==> src/rtl/sd_card_responder.sv <==
// sd_card_responder
//   SPI-mode (mode 0) SD card target. It answers CMD0, CMD1 and CMD17.
//   CMD17 streams one 512-byte sector from a synchronous byte memory.
//   It stands in for a physical card in benches and loopback builds.
//
// Ports
//   clk, reset       system clock; synchronous active-high reset
//   spi_cs           host chip select, active low
//   spi_clk          host SCLK, mode 0 (sample rising, shift falling)
//   spi_di           MOSI
//   spi_do           MISO
//   mem_address      byte address into the sector memory
//   mem_data         memory read data, valid 1 clk after mem_address
//   initialized      high once CMD1 has answered 0x00
//   sector_count     number of CMD17 blocks fully sent (wraps)
module sd_card_responder #(
  parameter int INIT_POLLS = 2,
  parameter int DATA_GAP   = 1
) (
  input  logic        clk,
  input  logic        reset,
  input  logic        spi_cs,
  input  logic        spi_clk,
  input  logic        spi_di,
  output logic        spi_do,
  output logic [23:0] mem_address,
  input  logic [7:0]  mem_data,
  output logic        initialized,
  output logic [7:0]  sector_count
);

  typedef enum logic [2:0] {
    RX_CMD, NCR, R1, GAP, TOKEN, DATA, CRC1, CRC2
  } tx_state_t;

  typedef struct packed {
    logic [5:0]  idx;
    logic [31:0] arg;
  } cmd_frame_t;

  // ---------------------------------------------------------------
  // Pin synchronizers and SCLK edge detect
  // ---------------------------------------------------------------
  logic [1:0] cs_sync, sclk_sync, di_sync;
  logic       sclk_q;
  logic       cs_s, sclk_s, di_s;
  logic       sclk_rise, sclk_fall;

  always_ff @(posedge clk) begin
    if (reset) begin
      cs_sync   <= 2'b11;
      sclk_sync <= 2'b00;
      di_sync   <= 2'b11;
      sclk_q    <= 1'b0;
    end else begin
      cs_sync   <= {cs_sync[0], spi_cs};
      sclk_sync <= {sclk_sync[0], spi_clk};
      di_sync   <= {di_sync[0], spi_di};
      sclk_q    <= sclk_sync[1];
    end
  end

  assign cs_s   = cs_sync[1];
  assign sclk_s = sclk_sync[1];
  assign di_s   = di_sync[1];

  // Edges only count while selected, so a byte that completes on the
  // same clk that CS rises is dropped.
  assign sclk_rise = ~cs_s &  sclk_s & ~sclk_q;
  assign sclk_fall = ~cs_s & ~sclk_s &  sclk_q;

  // ---------------------------------------------------------------
  // Bit level rx/tx
  // ---------------------------------------------------------------
  tx_state_t  state, state_nxt;
  logic [2:0] bit_count;
  logic [7:0] rx_shift, rx_byte;
  logic [7:0] tx_shift, tx_load;
  logic       byte_done;

  assign rx_byte   = {rx_shift[6:0], di_s};
  assign byte_done = sclk_rise & (bit_count == 3'd7);

  always_ff @(posedge clk) begin
    if (reset) begin
      bit_count <= 3'd0;
      rx_shift  <= 8'h00;
      tx_shift  <= 8'hff;
      spi_do    <= 1'b1;
    end else if (cs_s) begin
      bit_count <= 3'd0;
      tx_shift  <= 8'hff;
      spi_do    <= 1'b1;
    end else begin
      if (sclk_rise) begin
        rx_shift  <= rx_byte;
        bit_count <= bit_count + 3'd1;
      end
      // The next byte's MSB goes out at once. The falling edge that
      // follows re-presents the same bit, because tx_shift still holds it
      // in bit 7. It shifts only after that.
      if (byte_done) begin
        tx_shift <= tx_load;
        spi_do   <= tx_load[7];
      end else if (sclk_fall) begin
        spi_do   <= tx_shift[7];
        tx_shift <= {tx_shift[6:0], 1'b1};
      end
    end
  end

  // ---------------------------------------------------------------
  // Command frame capture (only while idle in RX_CMD)
  // ---------------------------------------------------------------
  logic [2:0] frame_cnt;
  cmd_frame_t frame;
  logic       frame_done;

  assign frame_done = byte_done & (state == RX_CMD) & (frame_cnt == 3'd5);

  always_ff @(posedge clk) begin
    if (reset) begin
      frame_cnt <= 3'd0;
      frame     <= '0;
    end else if (cs_s) begin
      frame_cnt <= 3'd0;
    end else if (byte_done && state == RX_CMD) begin
      if (frame_cnt == 3'd0) begin
        if (rx_byte[7:6] == 2'b01) begin
          frame.idx <= rx_byte[5:0];
          frame_cnt <= 3'd1;
        end
      end else if (frame_cnt == 3'd5) begin
        frame_cnt <= 3'd0;             // CRC byte, not checked
      end else begin
        frame.arg <= {frame.arg[23:0], rx_byte};
        frame_cnt <= frame_cnt + 3'd1;
      end
    end
  end

  // ---------------------------------------------------------------
  // Card state and R1 decision (taken when the CRC byte lands)
  // ---------------------------------------------------------------
  logic       in_idle;
  logic [7:0] polls;
  logic [7:0] r1_new, r1_q;
  logic       data_new, data_q;
  logic [23:0] base_q;

  always_comb begin
    r1_new   = {7'b0000010, in_idle};
    data_new = 1'b0;
    case (frame.idx)
      6'd0:  r1_new = 8'h01;
      6'd1:  r1_new = (polls != 8'd0) ? 8'h01 : 8'h00;
      6'd17: begin
        r1_new   = initialized ? 8'h00 : 8'h05;
        data_new = initialized;
      end
      default: ;
    endcase
  end

  // Not cleared by CS: the card stays initialized across deselects.
  always_ff @(posedge clk) begin
    if (reset) begin
      in_idle     <= 1'b1;
      initialized <= 1'b0;
      polls       <= 8'(INIT_POLLS);
      r1_q        <= 8'hff;
      data_q      <= 1'b0;
      base_q      <= 24'd0;
    end else if (frame_done) begin
      r1_q   <= r1_new;
      data_q <= data_new;
      base_q <= {frame.arg[23:9], 9'd0};
      case (frame.idx)
        6'd0: begin
          in_idle     <= 1'b1;
          initialized <= 1'b0;
          polls       <= 8'(INIT_POLLS);
        end
        6'd1: begin
          if (polls != 8'd0) begin
            polls <= polls - 8'd1;
          end else begin
            in_idle     <= 1'b0;
            initialized <= 1'b1;
          end
        end
        default: ;
      endcase
    end
  end

  // ---------------------------------------------------------------
  // Tx byte sequencer. The state names the byte currently on MISO.
  // On each byte completion, pick the next byte and state.
  // ---------------------------------------------------------------
  logic [7:0] gap_cnt;
  logic [8:0] byte_idx;
  logic       mem_set, mem_inc, sec_inc;

  always_ff @(posedge clk) begin
    if (reset || cs_s) state <= RX_CMD;
    else if (byte_done) state <= state_nxt;
  end

  always_comb begin
    state_nxt = state;
    tx_load   = 8'hff;
    mem_set   = 1'b0;
    mem_inc   = 1'b0;
    sec_inc   = 1'b0;
    if (byte_done) begin
      case (state)
        RX_CMD: if (frame_done) state_nxt = NCR;
        NCR: begin
          state_nxt = R1;
          tx_load   = r1_q;
        end
        R1: begin
          if (!data_q) begin
            state_nxt = RX_CMD;
          end else if (DATA_GAP > 0) begin
            state_nxt = GAP;
          end else begin
            state_nxt = TOKEN;
            tx_load   = 8'hfe;
            mem_set   = 1'b1;
          end
        end
        GAP: begin
          if (gap_cnt == 8'(DATA_GAP - 1)) begin
            state_nxt = TOKEN;
            tx_load   = 8'hfe;
            mem_set   = 1'b1;
          end
        end
        TOKEN: begin
          state_nxt = DATA;
          tx_load   = mem_data;
          mem_inc   = 1'b1;
        end
        DATA: begin
          if (byte_idx == 9'd511) begin
            state_nxt = CRC1;
          end else begin
            tx_load = mem_data;
            mem_inc = 1'b1;
          end
        end
        CRC1: state_nxt = CRC2;
        CRC2: begin
          state_nxt = RX_CMD;
          sec_inc   = 1'b1;
        end
        default: state_nxt = RX_CMD;
      endcase
    end
  end

  // The memory address is set when the token loads. Each data byte uses
  // it long after that, so a 1-clk read latency is always covered.
  always_ff @(posedge clk) begin
    if (reset) begin
      mem_address  <= 24'd0;
      sector_count <= 8'd0;
      gap_cnt      <= 8'd0;
      byte_idx     <= 9'd0;
    end else begin
      if (mem_set)
        mem_address <= base_q;
      else if (mem_inc)
        mem_address <= {mem_address[23:9], mem_address[8:0] + 9'd1};
      if (sec_inc)
        sector_count <= sector_count + 8'd1;
      if (byte_done) begin
        case (state)
          R1:    gap_cnt  <= 8'd0;
          GAP:   gap_cnt  <= gap_cnt + 8'd1;
          TOKEN: byte_idx <= 9'd0;
          DATA:  byte_idx <= byte_idx + 9'd1;
          default: ;
        endcase
      end
    end
  end

endmodule

==> config.mk <==
export PLATFORM = sky130hd
export DESIGN_NAME = sd_card_responder
export DESIGN_NICKNAME = d
export VERILOG_FILES = /design/src/rtl/sd_card_responder.sv
export SDC_FILE = /design/constraint.sdc
export NUM_CORES = 1
export LEC_CHECK = 0
export ABC_AREA = 1
export CAP_MARGIN = 5
export CORE_ASPECT_RATIO = 1.1
export CORE_MARGIN = 5
export CORE_UTILIZATION = 49
export CTS_BUF_LIST = sky130_fd_sc_hd__clkbuf_16
export DETAILED_ROUTE_END_ITERATION = 8
export GPL_TIMING_DRIVEN = 0
export HOLD_SLACK_MARGIN = 0.06
export PLACE_DENSITY = 0.75
export SYNTH_ARGS = -nofsm -noshare
export SYNTH_HDL_FRONTEND = slang
export SYNTH_SLANG_ARGS = --single-unit
==> constraint.sdc <==
create_clock -name clk -period 4.3 [get_ports clk]
set_clock_uncertainty 0.15 [all_clocks]
set_input_delay 0.43 -clock clk [delete_from_list [all_inputs] [get_ports clk]]
set_output_delay 0.43 -clock clk [all_outputs]
set_load 0.02 [all_outputs]
# After elaboration in Yosys (flattened, before gate mapping)
# Cells that the tools add are included.
[totals] register_bits=145 inputBits=13 output_inout_bits=34 elab_cells=120
[op_classes] addsub=7 n_eq_ne=19 muxes=37 n_bitwise=12 reduce_logical=22
[ops] operator="8-bit 2-to-1 mux" count=4
[ops] operator="8-bit one-hot mux with 2 select lines" count=2
[ops] operator="8-bit one-hot mux with 4 select lines" count=1
[ops] operator="24-bit 2-to-1 mux" count=1
[ops] operator="3-bit one-hot mux with 8 select lines" count=1
[ops] operator="3-bit 2-to-1 mux" count=7
[ops] operator="9-bit by 1-bit adder with 9-bit output (second input constant)" count=2
[ops] operator="3-bit equality test (second input constant)" count=6
[ops] operator="9-bit one-hot mux with 2 select lines" count=1
[ops] operator="8-bit by 1-bit adder with 8-bit output (second input constant)" count=2
[ops] operator="1-bit 2-to-1 mux" count=14
[ops] operator="4-bit AND reduction" count=3
[ops] operator="2-bit inequality test (second input constant)" count=5
[ops] operator="2-bit nonzero test" count=5
[ops] operator="9-bit equality test (second input constant)" count=1
[ops] operator="9-bit 2-to-1 mux" count=1
[ops] operator="3-bit one-hot mux with 3 select lines" count=1
[ops] operator="8-bit zero test" count=1
[ops] operator="2-bit AND reduction" count=4
[ops] operator="8-bit nonzero test" count=1
[ops] operator="8-bit by 1-bit subtractor with 8-bit output (second input constant)" count=1
[ops] operator="1-bit bitwise AND" count=7
[ops] operator="3-bit by 1-bit adder with 3-bit output (second input constant)" count=2
[ops] operator="3-bit by 2-bit equality test with 1-bit output (second input constant)" count=2
[ops] operator="14 further kinds" count=22

# Logic depth before layout (Yosys ltp)
[logic_depth] word_depth=8 ltp_mapped=14 ltp_nobuf=14

# Least setup slack after synthesis
# Ideal clock, no wire load.
[synth_timing] path_kind="reg-to-reg" startpoint="register byte_idx[0]" endpoint="register spi_do" setup_ns=0.061 arrival_time_ns=1.734 t_required_ns=4.089 setup_slack_ns=2.355 path_stages_with_launch=15 path_buffers=0 synth_period_minus_slack_ns=1.945 path_cell_list="dfxtp_1 -> ha_1 -> nand2_1 -> nor3_1 -> nand2_1 -> nor2_1 -> ha_1 -> nand2_1 -> nor2_1 -> a21oi_1 -> nand2_1 -> nand2_1 -> nand2_1 -> o21ai_0 -> nand2_1"
[synth_via] elab_chain_len=4
[synth_lines] element="start, declared" line="202" rtl="logic [8:0] byte_idx;"
[synth_lines] element="start signal, assigned" line="284" rtl="DATA: byte_idx <= byte_idx + 9'd1;"
[synth_lines] element="9-bit equality test" line="247" rtl="if (byte_idx == 9'd511) begin"
[synth_lines] element="8-bit 2-to-1 mux" line="247"
[synth_lines] element="8-bit one-hot mux with 4 select lines" line="217" rtl="case (state)"
[synth_lines] element="1-bit 2-to-1 mux" line="102" rtl="if (byte_done) begin"
[synth_lines] element="end signal, assigned" line="104" rtl="spi_do <= tx_load[7];"
[synth_lines] element="end signal, assigned" line="106" rtl="spi_do <= tx_shift[7];"
[synth_lines] element="end, declared" line="25" rtl="output logic spi_do,"
# No other way between the ends.
# A chain may end at the register's enable or synchronous reset.

# Final worst setup path
# Ends and elaborated chain as after synthesis.

==> results_dict.tcl <==
set metrics [dict create \
    cts_root_buffer "clkbuf_16" \
    ctsResizeCount 0 \
    crit_buf_inv 0 \
    syn-cell-area_mm2 0.00625 \
    ys_types 36 \
    finalMaxSlewViolations 0 \
    crit_path_top_delay_cell "dfxtp_1" \
    whs_ns 0.262 \
    grt_usage_pct 18.5 \
    postSynthCellCount 888 \
    vdd_ir_drop_max_mv 0.353 \
    final_cell_count_no_fill 1122 \
    num-fill-cells 1137 \
    grt_pass1_vias 5091 \
    seqPwrFrac_pct 45.6 \
    syn_to_final_growth_pct 20.1 \
    cts.sinks 140 \
    syn_area_per_cell_um2 7.04 \
    ys_ff_latch 140 \
    drt_iter0_drc 486 \
    grt_start_max_net_pins 17 \
    drive_above_1_share_pct 7.36 \
    clk_pin_slew_ns 0.06 \
    dieArea_mm2 0.0151 \
    netSwitchingFraction_pct 21.6 \
    worstPathArrival_ns 2.57 \
    wl_mm 13.7 \
    critPathLaunchType "register" \
    antenna_cells 0 \
    gp_congestion 0.821 \
    max_cap_viol_count 0 \
    final_area_mm2 0.00751 \
    core_mm2 0.0126 \
    wl_per_cell_um 12.2 \
    cts_setup_buffers 0 \
    setup_tns_ns 0 \
    comb_power_share_pct 1.8 \
    vias 5713 \
    worstPathCellList "ha_1 > nand2_1 > nor3_1 > nand2_1 > nor2_1 > ha_1 > nand2_1 > nor2_1 > a21oi_1 > nand2_1 > nand2_1 > nand2_1 > o21ai_0 > nand2_1" \
    via_per_inst 5.09 \
    io_pins 47 \
    crit_family "simple AND/OR/NAND/NOR gates" \
    grt_pass1_wl_mm 23.2 \
    min-delay-path-class "register to register" \
    synth_fp_nets 911 \
    worst-setup-path-type "register to register" \
    post-route-min-period_ns 2.36 \
    cts_buffer_depth 2 \
    hold_buffers 0 \
    fin_nets 975 \
    place_inst 1090 \
    grt_overflow_total 0 \
    rsz0062_at_grt "false" \
    hold_violations 0 \
    insertion_delay_ns 0.42 \
    setup_viol 0 \
    cp.required_ns 4.51 \
    clkPwrFrac_pct 52.6 \
    status "finished clean" \
    worst_slack_ns 1.94 \
    fp.dieH_um 128 \
    antenna_found_initial 0 \
    cts_buffers 17 \
    start_util_pct 49.7 \
    worst_path_most_repeated_cell "nand2_1" \
    power_density_mw_per_mm2 381 \
    clock.fmax_mhz 423 \
    dp_hpwl_mm 9.83 \
    p_int_mw 2.24 \
    power_leakage_nw 3.13 \
    yosys_warnings 0 \
    tritoncts "built" \
    drc 0 \
    pre_cts_ws_ns 1.99 \
    period_share_pct 54.9 \
    crit_path_end_kind "register" \
    io_buffer_count 45 \
    seq_area_frac_synth_pct 44.8 \
    slew_headroom_pct 53.7 \
    path_max_fanout 6 \
    chipWidth_um 118 \
    std_cell_rows 43 \
    slowest_delay_ns 0.36 \
    dr.pass1.iters 5 \
    switchingPower_mw 0.617 \
    worstMarginPinSlew_ns 0.694 \
    place_area_mm2 0.00690 \
    ant_nets 0 \
    htreeDepth 4 \
]
-- metrics by stage --
| stage | util, % | total power [mW] |
|---|---|---|
| floorplan | - | 1.36 |
| global placement | 54.8 | 1.38 |
| detailed placement | 54.8 | 1.38 |
| CTS | 59.7 | 2.88 |
| global route | 59.7 | 2.94 |
| finish | 59.7 | 2.86 |
-- worst register-to-register path: stages (launching register included) --
cell     delay (ns)
dfxtp_1        0.36
ha_1           0.20
nand2_1        0.08
nor3_1         0.24
nand2_1        0.08
nor2_1         0.13
ha_1           0.20
nand2_1        0.14
nor2_1         0.32
a21oi_1        0.08
nand2_1        0.07
nand2_1        0.06
nand2_1        0.07
o21ai_0        0.07
nand2_1        0.06
-- sequential cells by signal (all words and copies together) (netlist names) --
signal,flops
in_idle,1
tx_shift,8
sector_count,8
mem_address,24
rx_shift,7
base_q,15
polls,8
data_q,1
sclk_q,1
byte_idx,9
r1_q,3
frame_cnt,3
gap_cnt,8
sclk_sync,2
initialized,1
frame,30
cs_sync,2
state,3
bit_count,3
spi_do,1
di_sync,2
-- final cells by class --
class	count	area (um2)	share of cell area, %
timing repair buffer	45	450	6.00
sequential	140	2800	37.3
clock inverter	15	186	2.48
inverter	87	327	4.35
multi-input combinational	632	2950	39.3
buffer	29	170	2.27
clock buffer	17	425	5.66
tap	157	196	2.62
-- Yosys cell counts, drive strengths merged --
cell type	count	area share [%]
a21oi	69	5.5
clkbuf	14	1.0
a21o	1	0.12
nand3b	2	0.24
inv	86	5.2
or2	6	0.60
xnor2	1	0.14
nor2	160	10
a211oi	2	0.24
nand3	59	5.2
clkinv	1	0.060
nand4	15	1.5
nand2	212	13
buf	15	1.7
dfxtp	140	45
ha	10	2.0
o211ai	5	0.60
nor4	1	0.10
xor2	7	0.98
nor3	11	1.1
o21ai	71	5.7
-- kinds of logic (layout without fill, tap and decap cells) --
| group | after synthesis | count (layout) | share of synthesized area, % |
|---|---|---|---|
| compound gates | 148 | 148 | 12.2 |
| buf+inv | 116 | 193 | 7.94 |
| flops | 140 | 140 | 44.8 |
| fa+ha+maj | 10 | 10 | 2.00 |
| simple gates | 466 | 466 | 31.9 |
| xor+xnor | 8 | 8 | 1.12 |
-- worst paths after layout --
| kind | from | endpoint | slack [ns] | depth (start not counted) |
|---|---|---|---|---|
| setup / recovery | byte_idx[0] | spi_do | 1.94 | 14 |
| hold / removal | di_sync[0] | di_sync[1] | 0.26 | 1 |
| setup reg to reg | byte_idx[0] | spi_do | 1.94 | 14 |
| hold reg to reg | di_sync[0] | di_sync[1] | 0.26 | 1 |
-- layer usage --
metal,track usage (%),up-vias,routed length [um],share of wire [%]
met1,23.5,2609,6490,47
met4,6.07,0,175,1.3
li1,-,2984,-,-
met3,4.57,20,600,4.4
met5,0,-,0,0
met2,31.1,100,6470,47
-- cells in the final DEF (no fill, tap or decap), types with 5 or more instances in the layout --
cell	Yosys	final
inv_1	82	82
nand4_1	15	15
nor2_4	5	5
a21oi_1	69	69
inv_6	0	5
o21ai_0	69	69
nand2_1	209	209
nor2_1	154	154
o211ai_1	5	5
buf_2	8	8
xor2_1	7	7
nor3_1	9	9
or2_2	5	5
ha_1	10	10
buf_6	5	5
clkdlybuf4s50_1	0	45
nand3_1	56	56
clkbuf_16	0	17
dfxtp_1	140	140
clkbuf_1	13	13
-- power groups by stage --
stage          logic [mW]  clock network (mW)  registers (mW)
6_report           0.0521                1.50            1.30
5_1_grt            0.0581                1.58            1.30
4_1_cts            0.0530                1.53            1.30
3_5_place_dp       0.0528                   0            1.33
3_3_place_gp       0.0523                   0            1.33
2_1_floorplan      0.0292                   0            1.33
Note: power is estimated with default switching activity, not from simulation.
==> variant 1: new RTL, same flow settings <==
Register the output `sector_count` once more, with the module's reset; this adds one clock of latency there. The other outputs are not delayed to match.
--- a/src/rtl/sd_card_responder.sv
+++ b/src/rtl/sd_card_responder.sv
@@ -38,6 +38,8 @@
     logic [31:0] arg;
   } cmd_frame_t;
 
+  logic [7:0] sector_count_s0;
+
   // ---------------------------------------------------------------
   // Pin synchronizers and SCLK edge detect
   // ---------------------------------------------------------------
@@ -266,7 +268,7 @@
   always_ff @(posedge clk) begin
     if (reset) begin
       mem_address  <= 24'd0;
-      sector_count <= 8'd0;
+      sector_count_s0 <= 8'd0;
       gap_cnt      <= 8'd0;
       byte_idx     <= 9'd0;
     end else begin
@@ -275,7 +277,7 @@
       else if (mem_inc)
         mem_address <= {mem_address[23:9], mem_address[8:0] + 9'd1};
       if (sec_inc)
-        sector_count <= sector_count + 8'd1;
+        sector_count_s0 <= sector_count_s0 + 8'd1;
       if (byte_done) begin
         case (state)
           R1:    gap_cnt  <= 8'd0;
@@ -288,5 +290,13 @@
     end
   end
 
+  always_ff @(posedge clk) begin
+    if (reset) begin
+      sector_count <= '0;
+    end else begin
+      sector_count <= sector_count_s0;
+    end
+  end
+
 endmodule
 
Formal check against the unedited RTL: no difference found for any inputs over 10 cycles, from zero or initial values and one cycle with reset high; that may be too few to reach the edited logic, so the function may still have changed.
==> variant 1 against the original RTL <==
  * Sequential cell count up 8
  * Area after synthesis up 2.2%
  * Design area up 1.5%
  * Worst setup slack better by 220 ps
  * Wire length up 3.5%
  * Combinational power up 7.5%
  * Sequential power up 6%
  * Total power up 0.69%
  * Largest power group unchanged
==> variant 1: results (changes against the original RTL) <==
hold_path_class: "reg -> reg"
tritoncts: "done"
layout_top_registers: "frame x30, mem_address x24, base_q x15"
synth.avg_cell_area_um2: 7.34  # +4.2%
crit_fanout: 6  # unchanged
grt_pass1_wl_um: 23900  # +3.0%
grt_start_max_net_pins: 18  # +1
hpwlAfterDp_um: 10200  # +3.4%
critical-path-top-delay-family: "simple AND/OR/NAND/NOR gates"
antennaDiodeCount: 0  # unchanged
global_route_usage_sum_pct: 19.0  # +0.56 points
power.switching_fraction_pct: 24.6  # +3.0 points
clkLatencyLatePin_ps: 420  # about the same
irDropWorstVdd_mv: 0.259  # -27%
synth_seq_area_share_pct: 46.4  # +1.5 points
async_flop_share_pct: 0  # unchanged
slowest_cell_on_crit_path: "dfxtp_1"
root_buffer: "clkbuf_16"
clock_path_buffers: 2  # unchanged
avgViaCountPerCell: 5.12  # +0.65%
cts_inserted_buffers: 17  # unchanged
drt_wl_total_um: 14200  # +3.5%
grt_pass1_vias: 5166  # +1.5%
port_buffers: 45  # unchanged
fill_cells: 1160  # +2.0%
drt_first_pass_iters: 4  # -1
cp.arrival_ps: 2350  # -220 ps
final_layout_size_suffix_gt1_share_pct: 8.86  # +1.5 points
initial_antenna_violation_count: 0  # unchanged
p_leak_nw: 3.18  # +1.6%
routabilityCongestion: 0.870  # +6.0%
worst_setup_hold_path_clk_slew_ps: 60  # about the same
slowest_stage_delay_on_critical_path_ps: 360  # about the same
synth_top_cells_by_count: "161 x nand2_1, 148 x dfxtp_1, 123 x nor2_1, 96 x inv_1, 81 x a21oi_1"
num-nets-final: 958  # -1.7%
status: "complete, no violations"
worst_pin_slew_ps: 647  # -47.1 ps
mappedNetlistNets: 894  # -1.9%
synth_top_flop_cell: "dfxtp_1"
postCtsResizedCells: 0  # unchanged
power_combinational_w: 0.0000560  # +7.5%
routedWlPerCell_um: 12.9  # +5.1%
cts_max_level: 4  # unchanged
netlist_top_cells_area: "dfxtp_1 46%, nand2_1 9.5%, nor2_1 7.2%, a21oi_1 6.3%, o21ai_0 6.0%"
power.share.clock_pct: 50.2  # -2.4 points
largest_register_ff_count: 30  # unchanged
preCtsSetupSlack_ps: 2100  # +108 ps
post-place-cells: 1073  # -1.6%
drtIter0Drc: 388  # -20%
synth_cell_type_count: 39  # +8.3%
cts.repair_timing.setup_buffer_count: 0  # unchanged
synth.yosys.warnings: 0  # unchanged
-- variant 1: cell types whose count changed after synthesis, moves of 7 or more --
cell | unedited run | this run
inv_1 | 82 | 96
nor2_1 | 154 | 123
a21oi_1 | 69 | 81
o21ai_1 | 1 | 15
o21ai_0 | 69 | 76
dfxtp_1 | 140 | 148
nand2_1 | 209 | 161
-- variant 1: cell type report --
type / instances / area (um^2) / share of cell area [%]
plain buffers: 29 / 143 / 1.87
repair buffers: 45 / 450 / 5.91
multi-input cells: 590 / 2890 / 37.9
inverters: 104 / 393 / 5.16
clock buffers: 17 / 425 / 5.58
clock inverters: 15 / 159 / 2.09
well taps: 157 / 196 / 2.58
flip-flops and latches: 148 / 2960 / 38.9
-- variant 1: worst paths after layout --
check                             startpoint           end  slack, ps  depth (start not counted)
worst min-delay path            sclk_sync[0]  sclk_sync[1]        250                          2
worst max-delay path             byte_idx[0]   tx_shift[7]       2160                         14
worst min register to register  sclk_sync[0]  sclk_sync[1]        250                          2
worst max register to register   byte_idx[0]   tx_shift[7]       2160                         14
-- variant 1: through the flow --
step	util (%)	total power, W	hold WS [ps]	area [um^2]
floorplan	-	0.00144	238	6390
global placement	55.4	0.00146	248	7040
detailed placement	55.4	0.00146	247	7040
CTS	60.0	0.00290	259	7620
global route	60.0	0.00298	275	7620
finish	60.0	0.00288	254	7620
-- variant 1: logic make-up after synthesis --
logic type      count (synthesis)  synth area share (%)
compound gates                185                  15.0
xor+xnor                        5                 0.685
fa+ha+maj                      10                  1.96
buf+inv                       133                  8.38
flops                         148                  46.4
simple gates                  390                  27.6
-- variant 1: layer usage --
metal / global-route usage, % / share of wire [%]
met2: 32.4 / 49
met5: 0 / 0
met1: 23.9 / 46
met4: 6.20 / 1.1
met3: 4.77 / 4.2
==> variant 2: new RTL, same flow settings <==
Made on the original files. The 8 states of `tx_state_t` get a one-hot encoding in 8 bits.
--- a/src/rtl/sd_card_responder.sv
+++ b/src/rtl/sd_card_responder.sv
@@ -29,8 +29,8 @@
   output logic [7:0]  sector_count
 );
 
-  typedef enum logic [2:0] {
-    RX_CMD, NCR, R1, GAP, TOKEN, DATA, CRC1, CRC2
+  typedef enum logic [7:0] {
+    RX_CMD = 8'b00000001, NCR = 8'b00000010, R1 = 8'b00000100, GAP = 8'b00001000, TOKEN = 8'b00010000, DATA = 8'b00100000, CRC1 = 8'b01000000, CRC2 = 8'b10000000
   } tx_state_t;
 
   typedef struct packed {
Check against the original RTL: no difference found for any inputs over 10 cycles, from zero or initial values and one cycle with reset high; not proved beyond that.
==> variant 2 against the original RTL <==
  * Synthesized cell count is 7.5% higher
  * Total power is 4.3% lower
  * Critical path depth stayed put
  * First-iteration DRC count is 0.62% lower
  * Clock power is 11% lower
  * Combinational power is 5.4% higher
  * Worst setup slack worse by 110 ps
  * Wire length is 8.2% higher
  * Area after synthesis is 7.3% higher
  * Design area is 5.5% higher
  * Non-clock buffer count is 1 lower
  * Sequential cell count is 5 higher
  * Critical path type unchanged
==> variant 2: results (changes against the original RTL) <==
clkLatencyLatePin_ps: 420  # about the same
drt_wl_total_um: 14900  # +8.2%
root_buffer: "clkbuf_16"
criticalPathCategory: "reg -> reg"
mappedNetlistNets: 978  # +7.4%
highest_layer: "met4"
grt_pass1_vias: 5593  # +9.9%
worst_slew_margin_rel_pct: 54.3  # +0.57 points
drtIter0Drc: 483  # -0.62%
num-nets-final: 1043  # +7.0%
final_layout_size_suffix_gt1_share_pct: 8.24  # +0.88 points
p_leak_nw: 3.25  # +3.8%
synth_top_cells_by_count: "201 x nand2_1, 145 x dfxtp_1, 118 x nor2_1, 111 x inv_1, 93 x a21oi_1"
antennaDiodeCount: 0  # unchanged
met3_wirelength_um: 594  # -1.0%
drt_first_pass_iters: 5  # unchanged
grt_pass1_wl_um: 25200  # +8.7%
cts_inserted_buffers: 17  # unchanged
irDropWorstVdd_mv: 0.291  # -18%
synth_seq_area_share_pct: 43.3  # -1.5 points
hpwlAfterDp_um: 10700  # +9.3%
fill_cells: 1291  # +14%
layout_top_registers: "frame x30, mem_address x24, base_q x15"
netlist_top_cells_area: "dfxtp_1 43%, nand2_1 11%, a21oi_1 6.9%, nor2_1 6.6%, inv_1 6.2%"
placed_cell_area_mm2: 0.00740  # +7.2%
synth_cell_type_count: 35  # -2.8%
gr-usage-met1_pct: 23.3  # -0.20 points
initial_antenna_violation_count: 0  # unchanged
slowest_stage_delay_on_critical_path_ps: 370
hold_path_class: "reg -> reg"
critical-path-top-delay-family: "simple AND/OR/NAND/NOR gates"
finalWorstSetupSlack_ps: 1830  # -108 ps
post_synth_inst_count: 955  # +7.5%
postCtsResizedCells: 0  # unchanged
post-place-cells: 1185  # +8.7%
critical_path.reg2reg.endpoint: "state[0]"
slowest_cell_on_crit_path: "dfxtp_1"
worst_hold_startpoint: "cs_sync[0]"
port_buffers: 46  # +2.2%
layout.cells.non_filler: 1216  # +8.4%
met3_usage_pct: 3.76  # -0.81 points
global_route_usage_sum_pct: 19.0  # +0.53 points
reg2reg_from: "byte_idx[0]"
detail_route.wirelength.met1_um: 6690  # +3.1%
timing.reg2reg.worst_path_depth: 14  # unchanged
routed-wl-met2_um: 7190  # +11%
global_route.usage.met2_pct: 32.0  # +0.92 points
avgViaCountPerCell: 4.97  # -2.4%
cts.repair_timing.setup_buffer_count: 0  # unchanged
cts_max_level: 4  # unchanged
worst_setup_hold_path_clk_slew_ps: 60  # about the same
cp.arrival_ps: 2680  # +110 ps
status: "complete, no violations"
number_of_design_rule_violations_left_after_detail_routing: 0  # unchanged
grt_start_max_net_pins: 17  # unchanged
crit_fanout: 9  # +3
start_util_pct: 50.3  # +0.68 points
async_flop_share_pct: 0  # unchanged
routabilityCongestion: 0.897  # +9.3%
==> variant 2: changes by cell type after synthesis, moves of 8 or more <==
cell,change
nor2_2,+13
inv_1,+29
nor2_1,-36
o21ai_0,-16
o21ai_1,+34
nand2_1,-8
nand3_1,+8
a21oi_1,+24
==> variant 2: kinds of logic (layout without fill, tap and decap cells) <==
family / Yosys count / count (layout) / share of synthesized area (%)
and+or+nand+nor: 453 / 453 / 30.0
AOI/OAI and AO/OA: 187 / 187 / 14.2
buffers and inverters: 146 / 223 / 8.84
DFF: 145 / 145 / 43.3
xor gates and xnor gates: 14 / 14 / 1.83
adders and majority gates: 10 / 10 / 1.87
==> variant 2: through the flow <==
step                hold WS, ps  util, %
global placement            241     55.5
global route                265     59.5
detailed placement          242     55.5
finish                      254     59.5
CTS                         258     59.5
floorplan                   238        -
==> variant 2: where the power goes <==
group           total, W  leakage (nW)  internal (W)  switching [W]
Clock            0.00133         0.265      0.000777       0.000554
Sequential       0.00135          1.17       0.00135     0.00000222
Combinational  0.0000549          1.82     0.0000204      0.0000345
Total            0.00274          3.25       0.00214       0.000591
==> variant 2: cell type report <==
| cell class | instances | area share, % |
|---|---|---|
| multi-input cells | 664 | 40.5 |
| inverters | 119 | 5.64 |
| well taps | 184 | 2.90 |
| clock buffers | 17 | 5.37 |
| repair buffers | 46 | 5.81 |
| clock inverters | 14 | 1.31 |
| flip-flops and latches | 145 | 36.6 |
| plain buffers | 27 | 1.85 |
==> variant 2: how the worst min path moves through the flow <==
stage               slack [ps]      endpoint
detailed placement         240    cs_sync[1]
floorplan                  240  sclk_sync[1]
finish                     250    cs_sync[1]
CTS                        260    cs_sync[1]
global route               270    cs_sync[1]
global placement           240  sclk_sync[1]
